## config.mk

```make
export PLATFORM = sky130hd
export DESIGN_NAME = cam_capture_ctrl_flat
export DESIGN_NICKNAME = d
export VERILOG_FILES = /design/src/rtl/cam_capture_ctrl_pkg.sv /design/src/rtl/cam_capture_ctrl_if.sv /design/src/rtl/cam_sync_edge.sv /design/src/rtl/cam_capture_ctrl.sv /design/src/flat_wrapper.sv
export SDC_FILE = /design/constraint.sdc
export NUM_CORES = 1
export LEC_CHECK = 0
export BUFFER_PORTS_ARGS = -buffer_cell sky130_fd_sc_hd__buf_2
export CAP_MARGIN = 20
export CORE_ASPECT_RATIO = 2
export CORE_UTILIZATION = 58
export CTS_CLUSTER_SIZE = 14
export DETAILED_ROUTE_END_ITERATION = 6
export PLACE_DENSITY = 0.79
export SLEW_MARGIN = 0
export SYNTH_ARGS = -nofsm -noshare
export SYNTH_HDL_FRONTEND = slang
export SYNTH_SLANG_ARGS = --single-unit
```

## constraint.sdc

```tcl
create_clock -name clk -period 2.4 [get_ports clk]
set_input_delay 0 -clock clk [delete_from_list [all_inputs] [get_ports clk]]
set_output_delay 0 -clock clk [all_outputs]
set_load 0.1 [all_outputs]
```

## src/rtl/cam_capture_ctrl_pkg.sv

```systemverilog
// Shared constants, FSM encoding and pixel conversion for the camera
// capture sequencer.
package cam_pkg;

    localparam int IMG_W     = 320;
    localparam int IMG_H     = 240;
    localparam int FRAME_PIX = IMG_W * IMG_H;

    localparam logic [1:0] ST_IDLE    = 2'd0;
    localparam logic [1:0] ST_ARM     = 2'd1;
    localparam logic [1:0] ST_CAPTURE = 2'd2;
    localparam logic [1:0] ST_DONE    = 2'd3;

    function automatic logic [7:0] rgb565_to_rgb332(
        input logic [7:0] hi,
        input logic [7:0] lo
    );
        return {hi[7:5], hi[2:0], lo[4:3]};
    endfunction

endpackage

```

## src/rtl/cam_capture_ctrl_if.sv

```systemverilog
// Camera input bus and frame buffer write port of the capture sequencer.
interface cam_capture_ctrl_if #(
    parameter int AW = 17,
    parameter int DW = 8
);
    logic          cam_pclk;
    logic          cam_vsync;
    logic          cam_href;
    logic [7:0]    cam_px_data;
    logic          mem_wr_en;
    logic [AW-1:0] mem_addr;
    logic [DW-1:0] mem_data;

    modport master (
        output cam_pclk, cam_vsync, cam_href, cam_px_data,
        input  mem_wr_en, mem_addr, mem_data
    );

    modport slave (
        input  cam_pclk, cam_vsync, cam_href, cam_px_data,
        output mem_wr_en, mem_addr, mem_data
    );
endinterface

```

## src/rtl/cam_sync_edge.sv

```systemverilog
// Two-flop synchronizer with a third flop for rise/fall detection.
module cam_sync_edge (
    input  logic clk,
    input  logic rst,
    input  logic i_d,
    output logic o_lvl,
    output logic o_rise,
    output logic o_fall
);
    logic r_s1;
    logic r_s2;
    logic r_s3;

    always_ff @(posedge clk or negedge rst) begin
        if (!rst) begin
            r_s1 <= 1'b0;
            r_s2 <= 1'b0;
            r_s3 <= 1'b0;
        end else begin
            r_s1 <= i_d;
            r_s2 <= r_s1;
            r_s3 <= r_s2;
        end
    end

    assign o_lvl  = r_s2;
    assign o_rise = r_s2 & ~r_s3;
    assign o_fall = ~r_s2 & r_s3;
endmodule

```

## src/rtl/cam_capture_ctrl.sv

```systemverilog
// Capture sequencer: camera RGB565 byte stream to RGB332 frame buffer
// writes, single-shot or live, with line-length error flag.
module cam_capture_ctrl #(
    parameter int IMG_W = 320,
    parameter int IMG_H = 240,
    parameter int AW    = 17,
    parameter int DW    = 8
) (
    input  logic              clk,
    input  logic              rst,
    cam_capture_ctrl_if.slave bus,
    input  logic              cap_btn,
    input  logic              mode_live,
    output logic              frame_done,
    output logic              busy,
    output logic              err_line
);
    import cam_pkg::ST_IDLE;
    import cam_pkg::ST_ARM;
    import cam_pkg::ST_CAPTURE;
    import cam_pkg::ST_DONE;
    import cam_pkg::rgb565_to_rgb332;

    localparam int XW = $clog2(IMG_W + 1) + 1;
    localparam int YW = $clog2(IMG_H + 1) + 1;
    localparam logic [XW-1:0] X_END = XW'(IMG_W);
    localparam logic [YW-1:0] Y_END = YW'(IMG_H);

    logic w_pclk_lvl, w_pclk_rise, w_pclk_fall;
    logic w_vs_lvl, w_vs_rise, w_vs_fall;
    logic w_href_lvl, w_href_rise, w_href_fall;
    logic w_unused;

    logic [7:0]    r_d1, r_d2, r_hi;
    logic [1:0]    r_state, w_next;
    logic          r_btn, r_phase;
    logic [XW-1:0] r_x;
    logic [YW-1:0] r_y;
    logic [AW-1:0] r_row;
    logic          w_cap, w_arm_entry;

    cam_sync_edge u_pclk (
        .clk(clk), .rst(rst), .i_d(bus.cam_pclk),
        .o_lvl(w_pclk_lvl), .o_rise(w_pclk_rise), .o_fall(w_pclk_fall)
    );
    cam_sync_edge u_vsync (
        .clk(clk), .rst(rst), .i_d(bus.cam_vsync),
        .o_lvl(w_vs_lvl), .o_rise(w_vs_rise), .o_fall(w_vs_fall)
    );
    cam_sync_edge u_href (
        .clk(clk), .rst(rst), .i_d(bus.cam_href),
        .o_lvl(w_href_lvl), .o_rise(w_href_rise), .o_fall(w_href_fall)
    );

    assign w_unused = ^{w_pclk_lvl, w_pclk_fall, w_vs_lvl, w_href_rise};

    always_comb begin
        w_next = r_state;
        unique case (r_state)
            ST_IDLE:    if ((cap_btn & ~r_btn) | mode_live) w_next = ST_ARM;
            ST_ARM:     if (w_vs_fall) w_next = ST_CAPTURE;
            ST_CAPTURE: if (w_vs_rise) w_next = ST_DONE;
            ST_DONE:    w_next = mode_live ? ST_ARM : ST_IDLE;
        endcase
    end

    assign w_cap       = (r_state == ST_CAPTURE);
    assign w_arm_entry = (w_next == ST_ARM) && (r_state != ST_ARM);

    always_ff @(posedge clk or negedge rst) begin
        if (!rst) begin
            r_d1          <= '0;
            r_d2          <= '0;
            r_hi          <= '0;
            r_state       <= ST_IDLE;
            r_btn         <= 1'b0;
            r_phase       <= 1'b0;
            r_x           <= '0;
            r_y           <= '0;
            r_row         <= '0;
            busy          <= 1'b0;
            frame_done    <= 1'b0;
            err_line      <= 1'b0;
            bus.mem_wr_en <= 1'b0;
            bus.mem_addr  <= '0;
            bus.mem_data  <= '0;
        end else begin
            r_d1          <= bus.cam_px_data;
            r_d2          <= r_d1;
            r_btn         <= cap_btn;
            r_state       <= w_next;
            busy          <= (w_next == ST_ARM) || (w_next == ST_CAPTURE);
            frame_done    <= (r_state == ST_DONE);
            bus.mem_wr_en <= 1'b0;
            if (w_arm_entry) begin
                r_x      <= '0;
                r_y      <= '0;
                r_row    <= '0;
                r_phase  <= 1'b0;
                err_line <= 1'b0;
            end else if (w_cap) begin
                if (w_href_fall) begin
                    if (r_x != X_END) err_line <= 1'b1;
                    r_x     <= '0;
                    r_phase <= 1'b0;
                    if (r_y != '1) r_y <= r_y + 1'b1;
                    if (r_y < Y_END) r_row <= r_row + AW'(IMG_W);
                end else if (!w_href_lvl) begin
                    r_phase <= 1'b0;
                end else if (w_pclk_rise) begin
                    r_phase <= ~r_phase;
                    if (!r_phase) begin
                        r_hi <= r_d2;
                    end else begin
                        // Overlong lines and rows past the frame keep counting but never write
                        bus.mem_wr_en <= (r_x < X_END) && (r_y < Y_END);
                        bus.mem_addr  <= r_row + AW'(r_x);
                        bus.mem_data  <= DW'(rgb565_to_rgb332(r_hi, r_d2));
                        if (r_x != '1) r_x <= r_x + 1'b1;
                    end
                end
            end
        end
    end
endmodule

```

## src/flat_wrapper.sv

```systemverilog
// flat-port wrapper written by rule: the top's interface ports become plain ports
module cam_capture_ctrl_flat import cam_pkg::ST_IDLE; import cam_pkg::ST_ARM; import cam_pkg::ST_CAPTURE; import cam_pkg::ST_DONE; import cam_pkg::rgb565_to_rgb332;
#(
    parameter int IMG_W = 320,
    parameter int IMG_H = 240,
    parameter int AW    = 17,
    parameter int DW    = 8
)
  (clk, rst, cap_btn, mode_live, frame_done, busy, err_line, bus_cam_pclk, bus_cam_vsync, bus_cam_href, bus_cam_px_data, bus_mem_wr_en, bus_mem_addr, bus_mem_data);
  cam_capture_ctrl_if #(.AW(AW), .DW(DW)) bus_i ();
  input  logic clk;
  input  logic rst;
  input  logic cap_btn;
  input  logic mode_live;
  output logic frame_done;
  output logic busy;
  output logic err_line;
  input wire logic [$bits(bus_i.cam_pclk)-1:0] bus_cam_pclk;
  input wire logic [$bits(bus_i.cam_vsync)-1:0] bus_cam_vsync;
  input wire logic [$bits(bus_i.cam_href)-1:0] bus_cam_href;
  input wire logic [$bits(bus_i.cam_px_data)-1:0] bus_cam_px_data;
  output wire logic [$bits(bus_i.mem_wr_en)-1:0] bus_mem_wr_en;
  output wire logic [$bits(bus_i.mem_addr)-1:0] bus_mem_addr;
  output wire logic [$bits(bus_i.mem_data)-1:0] bus_mem_data;
  assign bus_i.cam_pclk = bus_cam_pclk;
  assign bus_i.cam_vsync = bus_cam_vsync;
  assign bus_i.cam_href = bus_cam_href;
  assign bus_i.cam_px_data = bus_cam_px_data;
  assign bus_mem_wr_en = bus_i.mem_wr_en;
  assign bus_mem_addr = bus_i.mem_addr;
  assign bus_mem_data = bus_i.mem_data;
  cam_capture_ctrl #(.IMG_W(IMG_W), .IMG_H(IMG_H), .AW(AW), .DW(DW)) u_core (.clk(clk), .rst(rst), .bus(bus_i), .cap_btn(cap_btn), .mode_live(mode_live), .frame_done(frame_done), .busy(busy), .err_line(err_line));
endmodule
```

# Word-level counts from Yosys, hierarchy flattened

Index checks and enable logic that the tools add are counted.
Widths: inputs -> output; s select.

Mux-type cells: 35
Reductions and logical operators: 20
Bitwise logic cells: 14
Add/sub/neg operators: 4
Order comparisons: 2
Equality and inequality tests: 10

Operator list:

| cell                  | count |
|---|---|
| $mux 10               | 7 |
| $mux 17               | 4 |
| $mux 9                | 4 |
| $add 17x10->17        | 1 |
| $add 17x9->17 const B | 1 |
| $mux 1                | 16 |
| $reduce_and 6->1      | 2 |
| $reduce_bool 3->1     | 4 |
| $add 10x1->10 const B | 1 |
| $lt 10x9->1 const B   | 1 |
| $ne 10x10->1 const B  | 1 |
| $ne 10x9->1 const B   | 1 |
| $reduce_bool 2->1     | 5 |
| $add 9x1->9 const B   | 1 |
| $lt 9x8->1 const B    | 1 |
| $ne 9x9->1 const B    | 1 |
| $reduce_and 3->1      | 3 |
| $not 1->1             | 8 |
| $pmux 2 s4            | 1 |
| $eq 2x2->1 const B    | 3 |
| $mux 2                | 3 |
| $and 1x1->1           | 5 |
| $reduce_and 5->1      | 1 |
| $eq 2x1->1 const B    | 2 |
| 7 further kinds       | 8 |

Bits in registers: 102
Word-level logic and storage cells: 109

# Logic depth before layout (Yosys ltp)

Gate-level depths: netlist of the first run.

Word-level depth: 9
Depth in mapped cells: 11
Depth with buffers taken out: 10

# Cells and area by module

From an unflattened synthesis of the first run, not the netlist that was laid out.

Cells, all modules: 363
Area total of the unflattened synthesis: 4137.7 µm²

Modules (own cells, without submodules):

| module           | cells each | times used | area each (µm²) | seq. area each (µm²) |
|---|---|---|---|---|
| cam_capture_ctrl | 348        | 1          | 3867.5          | 2127.0 |
| cam_sync_edge    | 5          | 3          | 90.1            | 75.1 |

# Worst setup path before layout of the first run

No wires, ideal clock.

Kind: flip-flop to flip-flop
From: register u_core.r_state[0]
To: register u_core.r_hi[0]
Arrival time: 1.946 ns
Setup time: 0.125 ns
Setup slack: 0.330 ns
Data required time: 2.275 ns
Cell stages (with the launch flop): 10
Buffers on the path: 0
Cell sequence: dfrtp_1 nor2_1 o21ai_0 a21oi_1 a21oi_1 ha_1 inv_1 nor2_2 nor4b_4 mux2_2

Cells in the longest elaborated chain, start to end: 6
Elaborated cells between the ends (all ways): 13
Those cells by class: eq/ne: 5; mux: 4; bitwise: 1; reduce/logical: 3

Ends and longest elaborated chain:

| item                                  | RTL line                | text |
|---|---|---|
| from (decl)                           | cam_capture_ctrl.sv:35  | `logic [1:0] r_state, w_next;` |
| from (signal assigned)                | cam_capture_ctrl.sv:91  | `r_state <= w_next;` |
| $eq 2x2->1 (tied with other cells)    | cam_capture_ctrl.sv:59  | `unique case (r_state)` |
| $pmux 2 s4 (*)                        | cam_capture_ctrl.sv:59  |  |
| net u_core.w_next[0]                  | cam_capture_ctrl.sv:35  |  |
| $eq 2x1->1 (*)                        | cam_capture_ctrl.sv:68  | `assign w_arm_entry = (w_next == ST_ARM) && (r_state != ST_ARM);` |
| $logic_and 1x1->1 (*)                 | cam_capture_ctrl.sv:68  |  |
| $not 1->1 (no source line) (*)        | n/a                     |  |
| $reduce_and 6->1 (no source line) (*) | n/a                     |  |
| to (signal assigned)                  | cam_capture_ctrl.sv:113 | `r_hi <= r_d2;` |
| to (decl)                             | cam_capture_ctrl.sv:34  | `logic [7:0] r_d1, r_d2, r_hi;` |

The timed path passes the listed nets; every way through them passes the cells marked *.
A chain may end at the register's enable or synchronous reset.

# Worst setup path after layout of the first run

From: register u_core.r_state[0]
To: register u_core.r_x[7]

Cells in the longest elaborated chain, start to end: 6
Elaborated cells between the ends (all ways): 18
Those cells by class: eq/ne: 5; mux: 5; reduce/logical: 8

Ends and longest elaborated chain:

| item                                                                           | RTL line                | text |
|---|---|---|
| $eq 2x2->1 (tied with other cells)                                             | cam_capture_ctrl.sv:59  |  |
| $pmux 2 s4 (*)                                                                 | cam_capture_ctrl.sv:59  |  |
| net u_core.w_next[0]                                                           | cam_capture_ctrl.sv:35  |  |
| $eq 2x1->1 (*)                                                                 | cam_capture_ctrl.sv:68  |  |
| $logic_and 1x1->1 (*)                                                          | cam_capture_ctrl.sv:68  |  |
| $reduce_bool 3->1 (no source line) / $reduce_bool 2->1 (equally long branches) | n/a                     |  |
| $reduce_and 5->1 (no source line)                                              | n/a                     |  |
| to (signal assigned)                                                           | cam_capture_ctrl.sv:119 | `if (r_x != '1) r_x <= r_x + 1'b1;` |
| to (decl)                                                                      | cam_capture_ctrl.sv:37  | `logic [XW-1:0] r_x;` |

Marks and branches as above.

==> flow_metrics.env, run 1 <==
export IMPL_dr_pass1_iters=4
export IMPL_netlist_instances=386
export IMPL_layout_commonest_cell="dfrtp_1"
export IMPL_p_switching_w=0.001339
export IMPL_end_kind="flip-flop"
export IMPL_htreeDepth=3
export IMPL_slowest_stage="dfrtp_1"
export IMPL_drive_gt1_frac=0.1822
export IMPL_critPathMaxStageDelay_ns=0.45
export IMPL_p_sw_frac=0.3120
export IMPL_worstMarginPinSlew_ns=0.5731
export IMPL_drt_drc_violations_left=0
export IMPL_vias=2972
export IMPL_num_rows=42
export IMPL_synth_simple_gate_area_share=0.1857
export IMPL_fmax_mhz=447.8
export IMPL_drt_wl_total_um=7662
export IMPL_ys_warn_count=0
export IMPL_powerDensity_mw_per_mm2=880.5
export IMPL_async_flop_share=1.000
export IMPL_cts_root_buf="clkbuf_16"
export IMPL_diodes=0
export IMPL_hold_violations=0
export IMPL_path_clk_slew_ns=0.07
export IMPL_antenna_found_initial=0
export IMPL_synth_edf_count=0
export IMPL_start_kind="flip-flop"
export IMPL_synth_top_area_cell="dfrtp_1"
export IMPL_synth_adder_area_share=0.03388
export IMPL_post_route_period_util=0.9306
export IMPL_slew_headroom=0.6147
export IMPL_grt_pass1_vias=2853
export IMPL_syn_area_per_cell_sq_um=10.52
export IMPL_setup_viol=0
export IMPL_wl_per_cell_um=14.24
export IMPL_synthFlopType="dfrtp_1"
export IMPL_fp_dieH_um=120.4
export IMPL_cp_top_family="compound AO/OA/AOI/OAI gates"
export IMPL_synth_area_leaders="dfrtp_1 58%, nand2_1 6.0%, nor2_1 4.0%, ha_1 3.4%, o21ai_0 3.3%"
export IMPL_grt_pass1_wl_um=12760
export IMPL_power_leakage_nw=2.356
export IMPL_slew_violations=0
export IMPL_path_class="flip-flop to flip-flop"
export IMPL_area_growth_pct=19.96
export IMPL_numCtsBuffers=9
export IMPL_grt_busiest_layer="met2"
export IMPL_cts_sinks=94
export IMPL_rsz0062_at_grt="no"
export IMPL_hold_class="input pin to flip-flop"
export IMPL_cap_violations=0
export IMPL_pin_count=44
export IMPL_p_clk_frac=0.362
export IMPL_synth_compound_area_frac=0.09270
export IMPL_clockBufferDepth=2
export IMPL_die_x_um=61.18
export IMPL_status="completed"
export IMPL_grt_overflow_total=0
export IMPL_cts_tree="done"
export IMPL_core_area_sq_mm=0.006674
export IMPL_critical_path_arrival_ns=2.46
export IMPL_grt_max_degree=52
export IMPL_portBuffers=43
export IMPL_clock_latency_ns=0.35
export IMPL_clock_skew_ns=0.008494
export IMPL_mostFrequentLayoutCells="94 x dfrtp_1, 65 x nand2_1, 43 x nor2_1, 42 x buf_2, 27 x o21ai_0"
export IMPL_synth_top_family_by_area="simple AND/OR/NAND/NOR gates"
export IMPL_grt_use_met2=0.4056
export IMPL_start_util=0.6087
export IMPL_grt_use_met3=0.06310
export IMPL_yosysSeqAreaShare=0.5790
export IMPL_drt_iter0_drc=111
export IMPL_synth_xor_area_share=0.06252
export IMPL_hpwl_um=5318
export IMPL_fin_setup_tns_ns=0
export IMPL_die_area_sq_mm=0.007364
export IMPL_p_int_w=0.002952
export IMPL_vias_per_cell=5.524
export IMPL_totalPowerFinal_w=0.004291
export IMPL_ir_worst_vdd_mv=0.7231
export IMPL_period_needed_ns=2.233
export IMPL_place_gp_congestion=0.8599
export IMPL_required_ns=2.62
export IMPL_worstPathCellList="nor3b_1, a21oi_1, a21oi_1, ha_1, inv_2, o21ai_1, buf_4, a31oi_1, o21ai_0, o21ai_1"
export IMPL_crit_buf_inv=2
export IMPL_synth_ff_latch_count=94
export IMPL_power_frac_seq=0.428
export IMPL_synth_nets=412
export IMPL_fill_cells=479
export IMPL_yosysTopAreaCellShare=0.5790
export IMPL_path_max_fanout=10
export IMPL_synth_mux_area_fraction=0.02156
export IMPL_netlist_area_sq_mm=0.004063
export IMPL_ant_nets=0
export IMPL_nets=471
export IMPL_grt_use_met1=0.2543
export IMPL_grtUsageTotal=0.2391
export IMPL_yosys_cell_types_count=51
export IMPL_comb_power_share=0.210
==> worst paths after layout <==
check                              startpoint             endpoint  slack [ns]  cells after the start
setup reg to reg            u_core.r_state[0]        u_core.r_x[7]        0.17                     10
hold reg to reg            u_core.u_href.r_s1  u_core.u_href.o_lvl        0.35                      0
min in group asynchronous                 rst     u_core.r_row[15]        0.20                      2
hold / removal                      mode_live    u_core.r_state[0]        0.05                      3
max in group asynchronous                 rst       u_core.r_hi[7]        1.55                      3
setup / recovery            u_core.r_state[0]        u_core.r_x[7]        0.17                     10
==> worst min-delay path: cells and delay by family <==
kind,cells,cell delay (ns)
buffers and inverters,1,0.10
AOI/OAI and AO/OA,2,0.25
==> cells by family after synthesis <==
family,Yosys count
simple gates,158
flops,94
compound gates,62
xor+xnor,29
buf+inv,23
fa+ha+maj,11
mux,8
other cells,1
==> cells in the mapped netlist, types with 2 or more instances <==
master,number
o211ai_1,2
mux2_2,6
xnor2_1,14
nand2b_1,3
nand2_1,65
o22a_1,2
and3_1,6
ha_1,11
inv_1,8
dfrtp_1,94
a21oi_1,11
nand3b_1,2
o2111ai_1,2
mux2i_1,2
o21ai_0,27
xor2_1,15
o21ai_1,5
buf_2,5
nor2b_1,4
nor3_1,3
clkbuf_1,9
nor2_1,43
a31oi_1,4
nand4_1,7
nand3_1,10
==> cell type report <==
cell class,instances,area (sq um),share of cell area
sequential,94,2352,0.4827
clock inverter,6,93.84,0.01926
multi-input combinational,269,1635,0.3356
clock buffer,10,239.0,0.04904
timing repair buffer,63,412.9,0.08472
tap,88,110.1,0.02259
inverter,8,30.03,0.006162
==> per-stage QoR <==
stage / util / setup slack (ns) / hold slack, ns / instance area (sq um) / std cells
2_1_floorplan: - / 0.3295 / -0.2956 / 4063 / 386
3_3_place_gp: 0.6565 / 0.1906 / 0.02991 / 4382 / 508
3_5_place_dp: 0.6565 / 0.1300 / 0.03628 / 4382 / 508
4_1_cts: 0.7259 / 0.1179 / 0.05147 / 4845 / 537
5_1_grt: 0.7302 / 0.03487 / 0.06084 / 4873 / 538
6_report: 0.7302 / 0.1667 / 0.05468 / 4873 / 538
==> power groups by stage <==
| stage | registers [W] | logic [W] | clock network (W) |
|---|---|---|---|
| floorplan | 0.00203 | 0.000475 | 0 |
| global placement | 0.00186 | 0.000835 | 0 |
| detailed placement | 0.00186 | 0.000859 | 0 |
| CTS | 0.00184 | 0.000878 | 0.00158 |
| global route | 0.00186 | 0.000994 | 0.00163 |
| finish | 0.00184 | 0.000901 | 0.00155 |
==> layer usage <==
| metal | part of all wire | vias up | wire (um) |
|---|---|---|---|
| met4 | 0.040 | 0 | 304 |
| met2 | 0.54 | 74 | 4169 |
| li1 | - | 1432 | - |
| met3 | 0.037 | 25 | 281 |
| met1 | 0.38 | 1441 | 2907 |
| met5 | 0 | - | 0 |
==> state kept, by name, summed over array words and instances (netlist names), 2 cells and up <==
name and count:
u_core.r_d2 8, u_core.bus.mem_data 8, u_core.r_d1 8, u_core.r_y 9
u_core.r_state 2, u_core.r_row 11, u_core.bus.mem_addr 17, u_core.r_hi 6
u_core.r_x 10
==> timing repair <==
| item | in CTS | in global routing |
|---|---|---|
| endpoints found under the hold margin | 55 | 0 |
| setup endpoints to repair | 0 | 19 |
| hold buffers | 13 | 0 |
| setup buffers | 0 | 1 |
| gates resized for setup | 0 | 4 |
Power figures use the tool's default switching activity.
==> inputs of run 2 (changes only) <==
--- a/config.mk
+++ b/config.mk
@@ -8,11 +8,14 @@
 export BUFFER_PORTS_ARGS = -buffer_cell sky130_fd_sc_hd__buf_2
 export CAP_MARGIN = 20
 export CORE_ASPECT_RATIO = 2
+export CORE_MARGIN = 2
 export CORE_UTILIZATION = 58
 export CTS_CLUSTER_SIZE = 14
 export DETAILED_ROUTE_END_ITERATION = 6
 export PLACE_DENSITY = 0.79
+export SKIP_LAST_GASP = 1
 export SLEW_MARGIN = 0
 export SYNTH_ARGS = -nofsm -noshare
 export SYNTH_HDL_FRONTEND = slang
+export SYNTH_HIERARCHICAL = 1
 export SYNTH_SLANG_ARGS = --single-unit
==> flow_metrics.env, run 2 <==
export IMPL_slew_headroom=0.5382
export IMPL_fill_cells=536
export IMPL_pin_count=44
export IMPL_path_clk_slew_ns=0.07
export IMPL_die_x_um=63.62
export IMPL_grt_max_degree=56
export IMPL_timing_rr_start="u_core/u_vsync/o_lvl"
export IMPL_ff2ff_setup_slack_ns=0.10
export IMPL_hold_class="input pin to flip-flop"
export IMPL_synth_nets=386
export IMPL_grt_overflow_total=0
export IMPL_path_class="flip-flop to flip-flop"
export IMPL_diodes=0
export IMPL_startpoint="u_core/u_vsync/o_lvl"
export IMPL_core_area_sq_mm=0.006887
export IMPL_htreeDepth=3
export IMPL_layout_commonest_cell="dfrtp_1"
export IMPL_reg2reg_depth=9
export IMPL_post_route_period_util=0.9566
export IMPL_nets=452
export IMPL_required_ns=2.63
export IMPL_fin_setup_tns_ns=0
export IMPL_vias_per_cell=5.602
export IMPL_slew_violations=0
export IMPL_clockBufferDepth=2
export IMPL_path_max_fanout=8
export IMPL_ys_warn_count=6
export IMPL_multi_input_area_sq_mm=0.001689
export IMPL_clock_skew_ns=0.009209
export IMPL_numCtsBuffers=9
export IMPL_fp_dieH_um=123.2
export IMPL_grtUsageTotal=0.2157
export IMPL_grt_pass1_vias=2908
export IMPL_area_growth_pct=20.21
export IMPL_num_rows=43
export IMPL_vias=2924
export IMPL_mostFrequentLayoutCells="94 x dfrtp_1, 42 x buf_2, 38 x nand2_1, 22 x mux2_2, 21 x o21ai_0"
export IMPL_die_area_sq_mm=0.007839
export IMPL_clock_latency_ns=0.34
export IMPL_dr_pass1_iters=4
export IMPL_start_kind="flip-flop"
export IMPL_cts_root_buf="clkbuf_16"
export IMPL_ir_worst_vdd_mv=0.7611
export IMPL_start_util=0.5987
export IMPL_netlist_instances=361
export IMPL_hold_violations=0
export IMPL_place_gp_congestion=0.8480
export IMPL_end_kind="flip-flop"
export IMPL_seq_area_sq_mm=0.002352
export IMPL_status="completed"
export IMPL_period_needed_ns=2.296
export IMPL_regMostFlops="u_core/bus.mem_addr"
export IMPL_totalPowerFinal_w=0.004577
export IMPL_drt_iter0_drc=157
export IMPL_drive_gt1_frac=0.2593
export IMPL_cap_violations=0
export IMPL_powerDensity_mw_per_mm2=923.5
export IMPL_wl_per_cell_um=14.80
export IMPL_timing_final_ws_setup_ns=0.1041
export IMPL_ant_nets=0
export IMPL_largest_reg_flops=17
export IMPL_cts_sinks=94
export IMPL_fmax_mhz=435.6
export IMPL_drt_drc_violations_left=0
export IMPL_cts_tree="done"
export IMPL_syn_area_per_cell_sq_um=11.42
export IMPL_power_leakage_nw=2.412
export IMPL_grt_pass1_wl_um=12890
export IMPL_hpwl_um=5284
export IMPL_largest_registers="u_core/bus.mem_addr x17, u_core/r_row x11, u_core/r_x x10"
export IMPL_r2r_end="u_core/r_x[5]"
export IMPL_worstMarginPinSlew_ns=0.6928
export IMPL_portBuffers=43
export IMPL_dp_slack_ns=-0.1158
export IMPL_netlist_area_sq_mm=0.004123
export IMPL_antenna_found_initial=0
export IMPL_crit_end="u_core/r_x[5]"
export IMPL_rsz0062_at_grt="yes"
export IMPL_critical_path_arrival_ns=2.52
export IMPL_drt_wl_total_um=7724
export IMPL_setup_viol=0
run 2: worst min path at each step:
stage                    from                     end  slack [ns]  cells after the start
floorplan                 rst  u_core/bus.mem_addr[0]       -0.30                      0
global placement          rst  u_core/bus.mem_addr[7]        0.09                      1
detailed placement        rst  u_core/bus.mem_addr[7]        0.09                      1
CTS                 mode_live       u_core/r_state[0]        0.07                      3
global route        mode_live       u_core/r_state[0]        0.18                      3
finish              mode_live       u_core/r_state[0]        0.15                      3
run 2: per-layer routing:
| metal | share of wire | global-route usage | up-vias |
|---|---|---|---|
| li1 | - | - | 1403 |
| met1 | 0.38 | 0.2274 | 1428 |
| met2 | 0.55 | 0.3941 | 75 |
| met3 | 0.035 | 0.04277 | 18 |
| met4 | 0.028 | 0.1223 | 0 |
| met5 | 0 | 0 | - |
run 2: timing repair:
| item | 4_1_cts | 5_1_grt |
|---|---|---|
| hold endpoints to repair | 66 | 0 |
| hold buffers | 13 | 0 |
| buffers inserted | 0 | 1 |
| pin swaps | 0 | 4 |
| setup endpoints to repair | 23 | 27 |
| gates resized for setup | 2 | 11 |
run 2: where the power goes:
group / leakage, nW / internal, W / switching (W)
sequential: 1.23 / 0.00175 / 0.000159
combinational: 1.04 / 0.000513 / 0.000834
clock: 0.139 / 0.000720 / 0.000602
total: 2.41 / 0.00298 / 0.00160
run 2: cell type report:
type | count | area share
sequential | 94 | 0.4746
tap | 90 | 0.02272
inverter | 8 | 0.006059
timing repair buffer | 72 | 0.09846
multi-input combinational | 242 | 0.3408
clock buffer | 10 | 0.04620
clock inverter | 6 | 0.01111
run 2: stage by stage:
step	area, sq um	hold slack, ns	utilization	instances
2_1_floorplan	4123	-0.2956	-	361
3_3_place_gp	4484	0.09031	0.6512	492
3_5_place_dp	4484	0.08661	0.6512	492
4_1_cts	4905	0.07359	0.7122	521
5_1_grt	4956	0.1791	0.7197	522
6_report	4956	0.1495	0.7197	522
run 2: worst max-delay path: stages (launching register included):
cell and delay (ns):
dfrtp_1 0.36, and2b_2 0.22, nand2_2 0.07, o31ai_1 0.06, o21ai_1 0.26, ha_4 0.26
o21ai_0 0.11, a21oi_1 0.28, a21oi_2 0.18, a221o_1 0.38
==> inputs of run 3 (changes only) <==
--- a/config.mk
+++ b/config.mk
@@ -6,8 +6,7 @@
 export NUM_CORES = 1
 export LEC_CHECK = 0
 export BUFFER_PORTS_ARGS = -buffer_cell sky130_fd_sc_hd__buf_2
-export CAP_MARGIN = 20
-export CORE_ASPECT_RATIO = 2
+export CORE_ASPECT_RATIO = 1.25
 export CORE_MARGIN = 2
 export CORE_UTILIZATION = 58
 export CTS_CLUSTER_SIZE = 14
==> flow_metrics.env, run 3 (same netlist as run 2, synthesis figures left out) <==
export IMPL_status="completed"
export IMPL_clock_skew_ns=0.01386
export IMPL_fmax_mhz=434.8
export IMPL_cap_violations=0
export IMPL_grt_overflow_total=0
export IMPL_vias=2866
export IMPL_slew_headroom=0.6534
export IMPL_rsz0062_at_grt="yes"
export IMPL_post_route_period_util=0.9584
export IMPL_power_leakage_nw=2.390
export IMPL_portBuffers=43
export IMPL_hold_class="input pin to async pin"
export IMPL_grt_use_met3=0.05823
export IMPL_numCtsBuffers=9
export IMPL_hold_violations=0
export IMPL_cts_sinks=94
export IMPL_largest_registers="u_core/bus.mem_addr x17, u_core/r_row x11, u_core/r_x x10"
export IMPL_end_kind="flip-flop"
export IMPL_regMostFlops="u_core/bus.mem_addr"
export IMPL_fill_cells=491
export IMPL_startpoint="u_core/u_vsync/r_s3"
export IMPL_drt_iter0_drc=157
export IMPL_hpwl_um=5030
export IMPL_grt_max_degree=55
export IMPL_grt_pass1_vias=2853
export IMPL_drt_wl_total_um=7448
export IMPL_core_area_sq_mm=0.006934
export IMPL_r2r_end="u_core/r_row[9]"
export IMPL_area_growth_pct=18.45
export IMPL_worstMarginPinSlew_ns=0.5199
export IMPL_grt_use_met2=0.3390
export IMPL_ant_nets=0
export IMPL_start_util=0.5946
export IMPL_vias_per_cell=5.490
export IMPL_grtUsageTotal=0.2108
export IMPL_drt_drc_violations_left=0
export IMPL_path_clk_slew_ns=0.10
export IMPL_slew_violations=0
export IMPL_htreeDepth=3
export IMPL_num_rows=34
export IMPL_wl_per_cell_um=14.27
export IMPL_fp_dieH_um=98.26
export IMPL_powerDensity_mw_per_mm2=900.7
export IMPL_largest_reg_flops=17
export IMPL_clock_latency_ns=0.37
export IMPL_path_max_fanout=11
export IMPL_ir_worst_vdd_mv=0.6945
export IMPL_period_needed_ns=2.300
export IMPL_grt_pass1_wl_um=12870
export IMPL_antenna_found_initial=0
export IMPL_cts_root_buf="clkbuf_8"
export IMPL_timing_rr_start="u_core/u_vsync/r_s3"
export IMPL_grt_use_met1=0.2686
export IMPL_die_x_um=79.41
export IMPL_start_kind="flip-flop"
export IMPL_place_gp_congestion=0.8598
export IMPL_cts_tree="done"
export IMPL_grt_busiest_layer="met2"
export IMPL_diodes=0
export IMPL_fin_setup_tns_ns=0
export IMPL_dr_pass1_iters=4
export IMPL_pin_count=44
export IMPL_path_class="flip-flop to flip-flop"
export IMPL_critical_path_arrival_ns=2.58
export IMPL_nets=452
export IMPL_clockBufferDepth=2
export IMPL_mostFrequentLayoutCells="94 x dfrtp_1, 42 x buf_2, 39 x nand2_1, 22 x mux2_2, 21 x o21ai_0"
export IMPL_die_area_sq_mm=0.007803
export IMPL_required_ns=2.68
export IMPL_finish_utilization=0.7043
export IMPL_drive_gt1_frac=0.2569
export IMPL_layout_commonest_cell="dfrtp_1"
export IMPL_setup_viol=0
export IMPL_reg2reg_depth=10
export IMPL_ff2ff_setup_slack_ns=0.1
[run 3: cell count changes in the layout (fill, tap and decap cells not counted), moves of 2 or more]
| cell | change |
|---|---|
| clkbuf_16 | -9 |
| clkbuf_8 | +9 |
| bufinv_16 | +2 |
| inv_8 | +2 |
| clkinv_4 | -3 |
[run 3: worst max-delay path: stages, from the launching register on]
cell	delay, ns
dfrtp_1	0.39
and2b_2	0.19
nand2_1	0.09
o31ai_1	0.08
o21ai_1	0.26
ha_4	0.23
nand2_4	0.09
a21o_1	0.21
buf_4	0.17
or3_1	0.36
a21oi_1	0.16
[run 3: worst max path at each step]
stage	to	slack, ns
after detailed placement	u_core/r_row[14]	-0.10
final	u_core/r_row[9]	0.1
after floorplan	u_core/r_row[6]	0.15
after CTS	u_core/r_row[14]	0.01
after global placement	u_core/bus.mem_addr[6]	0.009
after global routing	u_core/r_row[10]	-0.06
[run 3: layer usage]
metal / vias up / routed length [um]
met5: - / 0
met4: 0 / 106
met3: 13 / 299
met2: 71 / 3749
met1: 1379 / 3292
li1: 1403 / -
[run 3: report_power, final]
part	switching (W)	leakage, nW	internal (W)
Combinational	0.000808	1.04	0.000492
Sequential	0.000147	1.23	0.00175
Clock	0.000590	0.120	0.000614
[run 3: cell type report]
type	instances	area, sq um	share of cell area
clock inverters	7	111.4	0.02280
inverters	8	30.03	0.006149
flip-flops and latches	94	2352	0.4817
multi-input cells	242	1672	0.3423
repair buffers	72	481.7	0.09864
well taps	90	112.6	0.02306
clock buffers	9	123.9	0.02537
[run 3: what timing repair did]
action | CTS | global route
endpoints found under the hold margin | 52 | 0
pin swaps | 1 | 3
setup buffers | 2 | 2
hold buffers | 13 | 0
setup endpoints to repair | 26 | 34
resized for setup | 3 | 6
[run 3: metrics by stage]
| step | hold slack (ns) | instance area [sq um] | cells | setup slack (ns) | power [W] |
|---|---|---|---|---|---|
| 2_1_floorplan | -0.2956 | 4123 | 361 | 0.1520 | 0.002784 |
| 3_3_place_gp | 0.01468 | 4462 | 489 | 0.009426 | 0.003062 |
| 3_5_place_dp | 0.01646 | 4462 | 489 | -0.1012 | 0.003107 |
| 4_1_cts | 0.05770 | 4845 | 520 | 0.01448 | 0.004355 |
| 5_1_grt | 0.1779 | 4883 | 522 | -0.05791 | 0.004663 |
| 6_report | 0.1344 | 4883 | 522 | 0.09989 | 0.004398 |
